File: config.mk
export PLATFORM = sky130hd
export DESIGN_NAME = bram_burst_master
export DESIGN_NICKNAME = d
export VERILOG_FILES = /design/src/rtl/bram_burst_master.sv
export SDC_FILE = /design/constraint.sdc
export NUM_CORES = 1
export LEC_CHECK = 0
export ABC_CLOCK_PERIOD_IN_PS = 10300
export CAP_MARGIN = 20
export CELL_PAD_IN_SITES_DETAIL_PLACEMENT = 0
export CELL_PAD_IN_SITES_GLOBAL_PLACEMENT = 1
export CORE_ASPECT_RATIO = 0.75
export CORE_MARGIN = 2
export CORE_UTILIZATION = 35
export CTS_CLUSTER_DIAMETER = 80
export DETAILED_ROUTE_END_ITERATION = 8
export PLACE_DENSITY = 0.71
export SLEW_MARGIN = 20
export SYNTH_ARGS = -nofsm -noshare
export SYNTH_HDL_FRONTEND = slang
export SYNTH_SLANG_ARGS = --single-unit
File: constraint.sdc
create_clock -name clk -period 10.3 [get_ports clk]
set_clock_uncertainty 0.05 [all_clocks]
set_input_delay 2.575 -clock clk [delete_from_list [all_inputs] [get_ports clk]]
set_output_delay 2.575 -clock clk [all_outputs]
set_load 0.005 [all_outputs]
File: src/rtl/bram_burst_master.sv
// Command-driven initiator for the BRAM controller request port: write stream to per-word triggers,
// reads split into FIFO-sized bursts behind an FWFT FIFO. Optional check logic: BRAM_MASTER_ERRCHK_EN.
module bram_burst_master #(
   parameter int ADDR_W     = 8,
   parameter int DATA_W     = 32,
   parameter int LEN_W      = 8,
   parameter int FIFO_DEPTH = 8,
   parameter int MAX_BURST  = 8
) (
   input  logic              clk,
   input  logic              reset,
   input  logic              cmd_valid,
   output logic              cmd_ready,
   input  logic              cmd_write,
   input  logic [ADDR_W-1:0] cmd_addr,
   input  logic [LEN_W-1:0]  cmd_len,
   input  logic [DATA_W-1:0] wr_data,
   input  logic              wr_valid,
   output logic              wr_ready,
   output logic [DATA_W-1:0] rd_data,
   output logic              rd_valid,
   input  logic              rd_ready,
   output logic              busy,
   output logic              done,
   output logic              mem_trigger,
   output logic              mem_read_or_write,
   output logic [ADDR_W-1:0] mem_start_address,
   output logic [7:0]        mem_no_of_bytes,
   output logic [DATA_W-1:0] mem_input_data,
   input  logic [DATA_W-1:0] mem_output_data,
   input  logic              mem_output_ready,
   input  logic              mem_read_complete
`ifdef BRAM_MASTER_ERRCHK_EN
   ,
   output logic              err
`endif
);

   localparam int PW = $clog2(FIFO_DEPTH);
   localparam int CW = PW + 1;

   typedef enum logic [2:0] {IDLE, WRITE, RD_ISSUE, RD_CAPTURE, DONE} state_t;

   state_t              state_q, state_d;
   logic [ADDR_W-1:0]   addr_q, addr_d;
   logic [LEN_W-1:0]    rem_q, rem_d;
   logic [CW-1:0]       chunk_q, chunk_d;
   logic [CW-1:0]       cnt_q, cnt_d;
   logic                trig_q, trig_d;
   logic                rw_q, rw_d;
   logic [ADDR_W-1:0]   maddr_q, maddr_d;
   logic [7:0]          mlen_q, mlen_d;
   logic [DATA_W-1:0]   mdata_q, mdata_d;

   logic [DATA_W-1:0]   fifo_mem [FIFO_DEPTH];
   logic [PW-1:0]       wptr_q, rptr_q;
   logic [CW-1:0]       count_q;

   logic                window, last_cap, push, pop;
   logic [CW-1:0]       issue_chunk;

   // Burst size limited by remaining words, the burst cap and current FIFO free space.
   function automatic logic [CW-1:0] calc_chunk(input logic [LEN_W-1:0] rem, input logic [CW-1:0] used);
      logic [31:0] c;
      logic [31:0] free;
      c    = 32'(rem);
      free = 32'(FIFO_DEPTH) - 32'(used);
      if (c > 32'(MAX_BURST)) c = 32'(MAX_BURST);
      if (c > free)           c = free;
      return CW'(c);
   endfunction

   // The trigger cycle itself is not part of the capture window; words arrive on the following cycles.
   assign window      = (state_q == RD_CAPTURE) && !trig_q;
   assign last_cap    = window && (cnt_q == chunk_q - CW'(1));
   assign push        = window;
   assign pop         = (count_q != '0) && rd_ready;
   assign issue_chunk = calc_chunk(rem_q, count_q);

   always_comb begin
      state_d   = state_q;
      addr_d    = addr_q;
      rem_d     = rem_q;
      chunk_d   = chunk_q;
      cnt_d     = cnt_q;
      trig_d    = 1'b0;
      rw_d      = rw_q;
      maddr_d   = maddr_q;
      mlen_d    = mlen_q;
      mdata_d   = mdata_q;
      cmd_ready = 1'b0;
      wr_ready  = 1'b0;
      done      = 1'b0;
      busy      = (state_q != IDLE);
      case (state_q)
         IDLE: begin
            cmd_ready = 1'b1;
            if (cmd_valid) begin
               addr_d = cmd_addr;
               rem_d  = cmd_len;
               if (cmd_len == '0)  state_d = DONE;
               else if (cmd_write) state_d = WRITE;
               else                state_d = RD_ISSUE;
            end
         end
         WRITE: begin
            wr_ready = 1'b1;
            if (wr_valid) begin
               trig_d  = 1'b1;
               rw_d    = 1'b0;
               maddr_d = addr_q;
               mdata_d = wr_data;
               addr_d  = addr_q + ADDR_W'(1);
               rem_d   = rem_q - LEN_W'(1);
               if (rem_q == LEN_W'(1)) state_d = DONE;
            end
         end
         RD_ISSUE: begin
            if (issue_chunk != '0) begin
               trig_d  = 1'b1;
               rw_d    = 1'b1;
               maddr_d = addr_q;
               mlen_d  = 8'(issue_chunk);
               chunk_d = issue_chunk;
               cnt_d   = '0;
               state_d = RD_CAPTURE;
            end
         end
         RD_CAPTURE: begin
            if (window) begin
               cnt_d = cnt_q + CW'(1);
               if (last_cap) begin
                  addr_d  = addr_q + ADDR_W'(chunk_q);
                  rem_d   = rem_q - LEN_W'(chunk_q);
                  state_d = (rem_q == LEN_W'(chunk_q)) ? DONE : RD_ISSUE;
               end
            end
         end
         DONE: begin
            done    = 1'b1;
            state_d = IDLE;
         end
         default: state_d = IDLE;
      endcase
   end

   always_ff @(posedge clk or posedge reset) begin
      if (reset) begin
         state_q <= IDLE;
         addr_q  <= '0;
         rem_q   <= '0;
         chunk_q <= '0;
         cnt_q   <= '0;
         trig_q  <= 1'b0;
         rw_q    <= 1'b0;
         maddr_q <= '0;
         mlen_q  <= '0;
         mdata_q <= '0;
         wptr_q  <= '0;
         rptr_q  <= '0;
         count_q <= '0;
      end else begin
         state_q <= state_d;
         addr_q  <= addr_d;
         rem_q   <= rem_d;
         chunk_q <= chunk_d;
         cnt_q   <= cnt_d;
         trig_q  <= trig_d;
         rw_q    <= rw_d;
         maddr_q <= maddr_d;
         mlen_q  <= mlen_d;
         mdata_q <= mdata_d;
         if (push) wptr_q <= wptr_q + PW'(1);
         if (pop)  rptr_q <= rptr_q + PW'(1);
         count_q <= count_q + CW'(push) - CW'(pop);
      end
   end

   always_ff @(posedge clk) begin
      if (push) fifo_mem[wptr_q] <= mem_output_data;
   end

   assign rd_data           = fifo_mem[rptr_q];
   assign rd_valid          = (count_q != '0);
   assign mem_trigger       = trig_q;
   assign mem_read_or_write = rw_q;
   assign mem_start_address = maddr_q;
   assign mem_no_of_bytes   = mlen_q;
   assign mem_input_data    = mdata_q;

`ifdef BRAM_MASTER_ERRCHK_EN
   logic err_q;

   // Sticky: controller dropped its qualifier mid-window or claimed completion early.
   always_ff @(posedge clk or posedge reset) begin
      if (reset) begin
         err_q <= 1'b0;
      end else if (window && (!mem_output_ready || (mem_read_complete && !last_cap))) begin
         err_q <= 1'b1;
      end
   end

   assign err = err_q;
`else
   logic unused_ctrl_flags;
   assign unused_ctrl_flags = mem_output_ready ^ mem_read_complete;
`endif

endmodule

==> flow_summary.json <==
{
  "clock_path_buffers": 3,
  "root_buffer": "clkbuf_16",
  "internal-power_mw": 3.67,
  "swShare_pct": 31.6,
  "combPwrFrac_pct": 37.7,
  "grt_max_degree": 68,
  "ys_warn_count": 0,
  "grt_use_total_pct": 14.3,
  "setup_viol": 0,
  "post-route-util_pct": 44.2,
  "die-area_sq_um": 42000,
  "leakagePower_nw": 6.18,
  "async_flop_share_pct": 23.6,
  "netlist_area_sq_um": 14100,
  "drt-initial-drc-count": 427,
  "cp_slowest_cell": "dfrtp_4",
  "cp.arrival_ns": 3.44,
  "clk_pin_slew_ns": 0.06,
  "syn_to_final_growth_pct": 24.0,
  "dpl.hpwl_um": 17500,
  "multi_input_area_sq_um": 4270,
  "routed_wl_um": 29800,
  "wl_per_cell_um": 19.3,
  "finalCritPeriodShare_pct": 58.9,
  "finalCriticalPeriod_ns": 6.07,
  "fmaxAchievable_mhz": 165,
  "yosys.area.top_type": "edfxtp_1",
  "cts_tree": "yes",
  "outcome": "complete, no violations",
  "initial_core_util_pct": 35.7,
  "syn_inst": 811,
  "cp.buffers_inverters": 2,
  "hold_path.class": "register to register",
  "required_ns": 7.68,
  "end_kind": "output port",
  "cts_resized": 0,
  "drv_slew": 0,
  "power_density_nw_per_um2": 306,
  "place.gp.congestion": 0.754,
  "ys_seq_area_share_pct": 68.3,
  "dr.pass1.iters": 5,
  "power.net_switching_mw": 1.70,
  "clock_latency_ns": 0.53,
  "nNetsFinal": 1121,
  "synth_top_area_share_pct": 54.4,
  "critPathMaxStageDelay_ns": 0.86,
  "postCtsHoldBufs": 0,
  "crit_family": "buffers and inverters",
  "place_inst": 1481,
  "cts_buffers": 36,
  "antenna_found_initial": 2,
  "htree_levels": 2,
  "max_slew.worst_pin.slew_ns": 1.04,
  "gr-total-overflow": 0,
  "layout-drive-gt1-share_pct": 21.4,
  "synth_cell_type_count": 61,
  "startpoint_type": "register",
  "final_cells": 1543,
  "power_frac_seq_pct": 40.5,
  "power_mw": 5.37,
  "grt_setup_unrepaired": "false",
  "ant_nets": 0,
  "boundaryPins": 175,
  "ir_drop_uv": 123,
  "drv_cap": 0,
  "seqCellArea_sq_um": 9670,
  "coreArea_sq_um": 39600,
  "synth-main-ff-cell": "edfxtp_1",
  "grt_first_pass_wirelength_um": 46100,
  "synth_area_per_cell_sq_um": 17.4,
  "setup_slack_ns": 4.23,
  "rows": 63,
  "ys_top_cells_by_area": "edfxtp_1 (54%), dfrtp_1 (14%), mux4_2 (10%), mux2_2 (5.3%), ha_1 (2.7%)",
  "max-slew-margin-rel_pct": 31.0,
  "cts_setup_buffers": 0,
  "nFillCells": 3502,
  "via_per_inst": 4.97,
  "die_x_um": 236,
  "synth_edf_count": 256,
  "crit_fanout": 34,
  "fp.dieH_um": 178,
  "crit_chain": "buf_4 -> mux4_2 -> mux2_2 -> clkdlybuf4s50_1",
  "ys_ff_latch": 335,
  "vias": 7661,
  "pre_cts_ws_ns": 4.68,
  "io_buffer_count": 168,
  "cts_sinks": 335,
  "worstSetupPathType": "register to output port",
  "drc": 0,
  "final-hold-violation-count": 0,
  "grt_pass1_vias": 7860,
  "power_frac_clock_pct": 21.9,
  "fin_tns_setup_ns": 0
}
## cells in the final DEF, fill, tap and decap left out, types with 9 or more instances in the layout
master,count
buf_4,14
ha_1,31
clkbuf_1,9
o21ai_0,22
nor2_1,31
clkbuf_16,36
inv_1,25
xnor2_1,9
a21oi_1,25
mux4_2,64
dfrtp_1,76
clkdlybuf4s50_1,168
xor2_1,9
edfxtp_1,256
nand2_1,29
mux2_2,66
## worst paths after layout
| kind | cells after the start | slack, ns | from | end |
|---|---|---|---|---|
| setup / recovery | 4 | 4.23 | rptr_q[0] | rd_data[5] |
| hold / removal | 1 | 0.45 | mem_input_data[4] | mem_input_data[4] |
| setup reg to reg | 10 | 6.52 | rem_q[5] | mem_start_address[4] |
| hold reg to reg | 1 | 0.45 | mem_input_data[4] | mem_input_data[4] |
| max in group asynchronous | 3 | 6.72 | reset | rptr_q[0] |
| min in group asynchronous | 2 | 2.24 | reset | mem_input_data[2] |
## worst register-to-register path, delay by kind of cell (launching register included)
kind,cells,cell delay [ns]
AOI/OAI and AO/OA,4,1.30
adders and majority gates,1,0.25
DFF,1,0.43
muxes,1,0.36
and+or+nand+nor,4,1.26
## kinds of logic (layout without fill, tap and decap cells)
logic type | after synthesis | in the layout | synth area share [%]
buffers and inverters | 66 | 270 | 2.07
muxes | 144 | 144 | 16.7
AOI/OAI and AO/OA | 89 | 89 | 4.28
other | 1 | 9 | 0.0265
and+or+nand+nor | 124 | 124 | 4.25
DFF | 335 | 335 | 68.3
adders and majority gates | 34 | 34 | 3.17
xor gates and xnor gates | 18 | 18 | 1.11
## metrics by stage
step	hold slack, ns	cell area, sq um
2_1_floorplan	0.428	14200
3_3_place_gp	0.439	16500
3_5_place_dp	0.444	16500
4_1_cts	0.457	17500
5_1_grt	0.466	17500
6_report	0.453	17500
## routing by layer
metal	routed length, um	track usage [%]
met2	13400	22.1
met4	695	4.59
met1	13900	20.0
met5	13	0
met3	1720	3.62
## power by group through the flow
stage	Clock, mW	Combinational (mW)	Sequential, mW
CTS	1.21	2.06	2.18
global route	1.26	2.22	2.23
detailed placement	0	2.05	2.20
floorplan	0	1.29	2.08
global placement	0	2.04	2.19
finish	1.17	2.02	2.17
## state kept, by name, summed over array words and instances, names as in the netlist
signal	count
mem_no_of_bytes	4
cnt_q	4
mem_read_or_write	1
addr_q	8
rem_q	8
count_q	4
mem_input_data	32
wptr_q	3
mem_trigger	1
fifo_mem	256
state_q	3
mem_start_address	8
rptr_q	3
## final cells by class
| class | instances | area share [%] |
|---|---|---|
| Sequential cell | 335 | 55.2 |
| Clock inverter | 16 | 0.678 |
| Clock buffer | 45 | 5.33 |
| Inverter | 27 | 0.585 |
| Tap cell | 520 | 3.71 |
| Multi-Input combinational cell | 417 | 24.3 |
| Antenna cell | 1 | 0.0143 |
| Timing Repair Buffer | 182 | 10.2 |
## synthesized netlist by cell type, drive strengths merged (2+ instances only)
cell type    n
o211a        2
xnor2        9
ha          31
nand2       30
a21oi       25
inv         26
o21ai       23
clkbuf      17
a31o         2
mux2i        6
dfrtp       79
a21o         4
edfxtp     256
nor3        11
buf         22
nor2        37
or3          3
xor2         9
fa           3
a211oi       6
and2         5
nand3        8
mux2        74
a31oi        2
nor4         4
a22o         3
and3         2
a41oi        2
nand2b       7
nor2b        7
o31ai        4
mux4        64
o22a         8
nand4        5
Note: power is estimated with default switching activity, not from simulation.
